File: src/rtl/serial_adder_pkg.sv
// -----------------------------------------------------------------------------
// serial_adder_pkg
// Shared definitions for the bit-serial adder: FSM state encoding and the
// default operand width.
// -----------------------------------------------------------------------------
package serial_adder_pkg;

  localparam int DEFAULT_WIDTH = 8;

  typedef enum logic [1:0] {
    ST_IDLE = 2'd0,
    ST_RUN  = 2'd1,
    ST_DONE = 2'd2
  } state_t;

endpackage : serial_adder_pkg

File: src/rtl/serial_adder_fa_bit.sv
// -----------------------------------------------------------------------------
// fa_bit
// Combinational one-bit full-adder cell, the only arithmetic element of the
// serial adder.
//   a, b : operand bits
//   ci   : carry in
//   s    : sum bit      (a ^ b ^ ci)
//   co   : carry out    (majority of a, b, ci)
// -----------------------------------------------------------------------------
module fa_bit (
  input  logic a,
  input  logic b,
  input  logic ci,
  output logic s,
  output logic co
);

  assign s  = a ^ b ^ ci;
  assign co = (a & b) | (a & ci) | (b & ci);

endmodule : fa_bit

File: src/rtl/serial_adder.sv
// -----------------------------------------------------------------------------
// serial_adder
// Bit-serial adder computing {c_out, sum} = a + b + c_in, one bit per clock,
// LSB first, through a single full-adder cell with a registered carry.
//   clk, rst_n : clock (rising edge), asynchronous active-low reset
//   start      : request strobe; accepted in IDLE or DONE, ignored in RUN
//   a, b, c_in : operands and carry-in, captured on an accepted start
//   busy       : high while bits are being processed (RUN)
//   done       : one-cycle pulse with sum/c_out valid (DONE)
//   sum, c_out : registered result, updated only on completion edges
// -----------------------------------------------------------------------------
module serial_adder
  import serial_adder_pkg::*;
#(
  parameter int WIDTH = DEFAULT_WIDTH
) (
  input  logic             clk,
  input  logic             rst_n,
  input  logic             start,
  input  logic [WIDTH-1:0] a,
  input  logic [WIDTH-1:0] b,
  input  logic             c_in,
  output logic             busy,
  output logic             done,
  output logic [WIDTH-1:0] sum,
  output logic             c_out
);

  localparam int             CW       = $clog2(WIDTH + 1);
  localparam logic [CW-1:0]  LAST_BIT = CW'(WIDTH - 1);

  state_t            r_state;
  state_t            w_state_next;
  logic [WIDTH-1:0]  r_sa;
  logic [WIDTH-1:0]  r_sb;
  logic [WIDTH-1:0]  r_ps;
  logic [WIDTH-1:0]  r_sum;
  logic [CW-1:0]     r_cnt;
  logic              r_cy;
  logic              r_c_out;

  logic              w_accept;
  logic              w_last;
  logic              w_s;
  logic              w_co;
  logic [WIDTH-1:0]  w_ps_shift;

  fa_bit u_fa (
    .a  (r_sa[0]),
    .b  (r_sb[0]),
    .ci (r_cy),
    .s  (w_s),
    .co (w_co)
  );

  assign w_accept = start && (r_state != ST_RUN);
  assign w_last   = (r_state == ST_RUN) && (r_cnt == LAST_BIT);

  // New sum bit enters at the MSB while the register shifts right; written
  // with shifts rather than a slice so WIDTH=1 stays legal.
  assign w_ps_shift = (r_ps >> 1) | (WIDTH'(w_s) << (WIDTH - 1));

  // NOTE: every signal assigned in this block gets a default on entry, so no
  // path through the case leaves it unassigned and no latch is inferred.
  always_comb begin
    w_state_next = r_state;
    unique case (r_state)
      ST_IDLE: if (start)  w_state_next = ST_RUN;
      ST_RUN:  if (w_last) w_state_next = ST_DONE;
      ST_DONE: w_state_next = start ? ST_RUN : ST_IDLE;
      default: w_state_next = ST_IDLE;
    endcase
  end

  // NOTE: sequential state uses non-blocking assignments so every flop samples
  // the pre-edge values of the others, independent of statement order.
  always_ff @(posedge clk or negedge rst_n) begin
    if (!rst_n) begin
      r_state <= ST_IDLE;
    end else begin
      r_state <= w_state_next;
    end
  end

  // NOTE: the operand and partial-sum shift registers are reset along with the
  // control state; an aborted run must leave no stale bits visible anywhere.
  always_ff @(posedge clk or negedge rst_n) begin
    if (!rst_n) begin
      r_sa    <= '0;
      r_sb    <= '0;
      r_ps    <= '0;
      r_cy    <= 1'b0;
      r_cnt   <= '0;
      r_sum   <= '0;
      r_c_out <= 1'b0;
    end else if (w_accept) begin
      r_sa  <= a;
      r_sb  <= b;
      r_cy  <= c_in;
      r_cnt <= '0;
      r_ps  <= '0;
    end else if (r_state == ST_RUN) begin
      r_sa  <= r_sa >> 1;
      r_sb  <= r_sb >> 1;
      r_cy  <= w_co;
      r_cnt <= r_cnt + CW'(1);
      r_ps  <= w_ps_shift;
      if (w_last) begin
        // Capture includes the bit being processed on this edge.
        r_sum   <= w_ps_shift;
        r_c_out <= w_co;
      end
    end
  end

  // Pure decodes of the state register: no input reaches an output
  // combinationally, and RUN/DONE are exclusive so busy and done never overlap.
  assign busy  = (r_state == ST_RUN);
  assign done  = (r_state == ST_DONE);
  assign sum   = r_sum;
  assign c_out = r_c_out;

endmodule : serial_adder

File: config.mk
export PLATFORM = sky130hd
export DESIGN_NAME = serial_adder
export DESIGN_NICKNAME = d
export VERILOG_FILES = /design/src/rtl/serial_adder_pkg.sv /design/src/rtl/serial_adder_fa_bit.sv /design/src/rtl/serial_adder.sv
export SDC_FILE = /design/constraint.sdc
export NUM_CORES = 1
export LEC_CHECK = 0
export ABC_AREA = 1
export CELL_PAD_IN_SITES_DETAIL_PLACEMENT = 0
export CELL_PAD_IN_SITES_GLOBAL_PLACEMENT = 2
export CORE_ASPECT_RATIO = 1.4
export CORE_MARGIN = 4
export CORE_UTILIZATION = 28
export DETAILED_ROUTE_END_ITERATION = 6
export GPL_ROUTABILITY_DRIVEN = 0
export PLACE_DENSITY = 0.83
export SLEW_MARGIN = 0
export SYNTH_ARGS = -nofsm -noshare
export SYNTH_HDL_FRONTEND = slang
export SYNTH_SLANG_ARGS = --single-unit
File: constraint.sdc
create_clock -name clk -period 1.3 [get_ports clk]
set_clock_uncertainty 0.15 [all_clocks]
set_input_delay 0.26 -clock clk [delete_from_list [all_inputs] [get_ports clk]]
set_output_delay 0.26 -clock clk [all_outputs]
set_load 0.02 [all_outputs]
==> results.txt <==
Status = finished with violations
Failing checks = negative setup slack
Fill cells = 538
Maximum vdd drop = 0.000760 V
Clock Tree Root = clkbuf_8
Largest cells by area after synthesis = dfrtp_1, nand2_1, nand3_1
CTS max path bufs = 2
CTS tree = built
First-pass GRT wire length = 6620 microns
Cell with the largest stage delay on the worst path = dfrtp_1
Post-synthesis sequential area ratio = 58.6%
Sw Ratio = 39.2%
Largest net degree at the start of global routing = 28
Post-synth top area cell = dfrtp_1
Syn avg cell area = 9.36 sq um
Later-pin clock latency in the skew report = 0.28 ns
Switch Pwr = 2430 uW
Most numerous cell in the Yosys netlist = nand2_1
Vias in the first global route = 1,420
IO Count = 31
Worst slew pin tran = 0.328 ns
Primary FF master, synth = dfrtp_1
Worst Path Arrival = 1.01 ns
Combinational share of power = 54.5%
CORE AREA = 5820 sq um
Max-slew headroom = 78.1%
Post-Syn Nets = 200
Die width = 73.2 microns
Cells along the critical path = nor2_4, buf_6
Diode count = 0
Max-cap check violation count = 0
Setup ws final = -0.118 ns
Yosys Warn Count = 0
Hold Crit Class = in -> async
Fmax = 705 MHz
Clock slew at reported path FFs = 0.07 ns
Synth-to-Final Area Change = 67.3%
Pre-CTS setup slack = -0.297 ns
Clock Power Share = 12.6%
Final-stage net count = 265
Drt initial violations = 80
Post-synth top area share = 58.6%
Setup TNS Final = -1.27 ns
Yosys reg bits = 39
Post-detailed-routing wire length = 4300 microns
Peak per-stage delay on the critical path = 0.42 ns
Final instance area = 2790 sq um
CP Launch Type = register
Met2 wire len = 2310 microns
CTS sink count = 39
Setup crit end kind = output pin
Max FO, Critical Path = 2
Gr ovfl total = 0
Post-detail-place hpwl = 2620 microns
Num CTS Buffers = 5
Final setup viols = 32
Global Route Usage Sum = 11.9%
Placed cell area = 2140 sq um
Antenna violations before repair = 0
Most instantiated cells after synthesis = nand2_1, dfrtp_1, nand3_1
Asr flop ratio synth = 100%
Vias = 1,436
Drt pass-1 iters = 4
Yosys cell types = 19
Die footprint = 7260 sq um
H-tree Lvls = 2
Routed WL per cell = 13.7 microns
Uppermost layer routed = met4
Period Utilization, post-route = 109%
P_leak = 0.00139 uW
PortBufs = 30
Final Hold Slack = 0.252 ns
Final hold viol count = 0
Reg power frac = 32.8%
Worst Path Required = 0.89 ns
Drc violations = 0
Antenna Nets Post-Route = 0
Final design utilization = 47.9%
Vias per cell = 4.57
Met1 wire length = 1760 microns
PwrDens = 2220 nW/um^2
Final worst path period need = 1.42 ns
Cells after synthesis = 178
Critical setup path kind = reg -> out
Die H = 99.3 microns
FP Rows = 33
Initial Utilization = 28.6%
Internal power = 3770 uW
Max-slew violations = 0
Share of cells above drive strength 1 = 46.7%
RSZ-0062 raised after global routing = yes
Area of the mapped netlist = 1670 sq um
Number of synthesized flops with an enable pin = 0
WL met3 = 158 microns
-- final cells by class --
cell class                      instances  area (sq um)  area share, %
Multi-Input combinational cell        117           863           31.0
Sequential cell                        39           976           35.0
Clock inverter                          1          5.00          0.180
Timing Repair inverter                  1          11.3          0.404
Clock buffer                            7          76.3           2.74
Inverter                               15          80.1           2.87
Timing Repair Buffer                   64           687           24.7
Tap cell                               70          87.6           3.14
-- critical path, delay by kind of cell (launching register included) --
family | cells | cell delay [ns]
buffers and inverters | 1 | 0.14
flip-flops | 1 | 0.42
AND/OR/NAND/NOR | 1 | 0.17
-- logic make-up after synthesis --
kind of cell | Yosys count | share of synthesized area [%]
simple gates | 96 | 24.9
flops | 39 | 58.6
buf+inv | 22 | 6.46
compound gates | 19 | 8.11
fa+ha+maj | 2 | 1.95
-- per-stage QoR --
step | power [uW] | cells
final | 6200 | 314
after global routing | 6620 | 314
after CTS | 5230 | 303
after detailed placement | 4160 | 287
after global placement | 4120 | 287
after floorplan | 3310 | 178
-- layout by cell type (no fill, tap or decap), drive strengths merged --
cell | synthesis | routed
fa | 1 | 1
inv | 15 | 16
o22ai | 8 | 8
nor2 | 6 | 6
clkbuf | 1 | 8
dlymetal6s2s | 0 | 1
o21ai | 10 | 10
dlygate4sd3 | 0 | 1
a21oi | 1 | 1
buf | 6 | 44
nand3 | 31 | 31
nand2 | 59 | 59
clkinv | 0 | 1
clkdlybuf4s50 | 0 | 17
dfrtp | 39 | 39
ha | 1 | 1
-- power by group through the flow --
stage / logic [uW] / clock network (uW) / registers [uW]
after global routing: 3650 / 872 / 2090
after global placement: 2160 / 0 / 1960
after CTS: 2420 / 807 / 2010
after detailed placement: 2180 / 0 / 1980
after floorplan: 1190 / 0 / 2130
final: 3380 / 783 / 2040
-- worst paths after layout --
path,startpoint,end,slack [ns],cells past startpoint
max,r_state[1]$_DFFE_PN0P_,busy,-0.12,2
min,rst_n,sum[0]$_DFFE_PN0P_,0.25,2
max reg2reg,r_cnt[1]$_DFFE_PN0P_,sum[0]$_DFFE_PN0P_,-0.10,7
min reg2reg,r_sb[7]$_DFFE_PN0P_,r_sb[7]$_DFFE_PN0P_,0.33,2
max in group asynchronous,rst_n,r_sa[4]$_DFFE_PN0P_,0.30,3
min in group clk,start,r_cnt[3]$_DFFE_PN0P_,0.32,4
-- flip-flops by register name (all words and copies together) (netlist names) --
signal and count:
c_out 1, r_cnt 4, r_cy 1, r_ps 7, r_sa 8, r_sb 8, r_state 2, sum 8
-- per-layer routing --
| metal | vias up | track usage [%] |
|---|---|---|
| met5 | - | 0 |
| met1 | 695 | 14.9 |
| met4 | 0 | 4.26 |
| met2 | 25 | 19.5 |
| li1 | 711 | - |
| met3 | 5 | 3.03 |
-- timing repair --
item | CTS | global route
setup buffers | 5 | 10
pin swaps | 1 | 6
resized for setup | 75 | 72
hold endpoints to repair | 12 | 0
gates cloned | 2 | 2
hold buffers | 1 | 0
endpoints found under the setup margin | 41 | 44
Power figures use the tool's default switching activity.
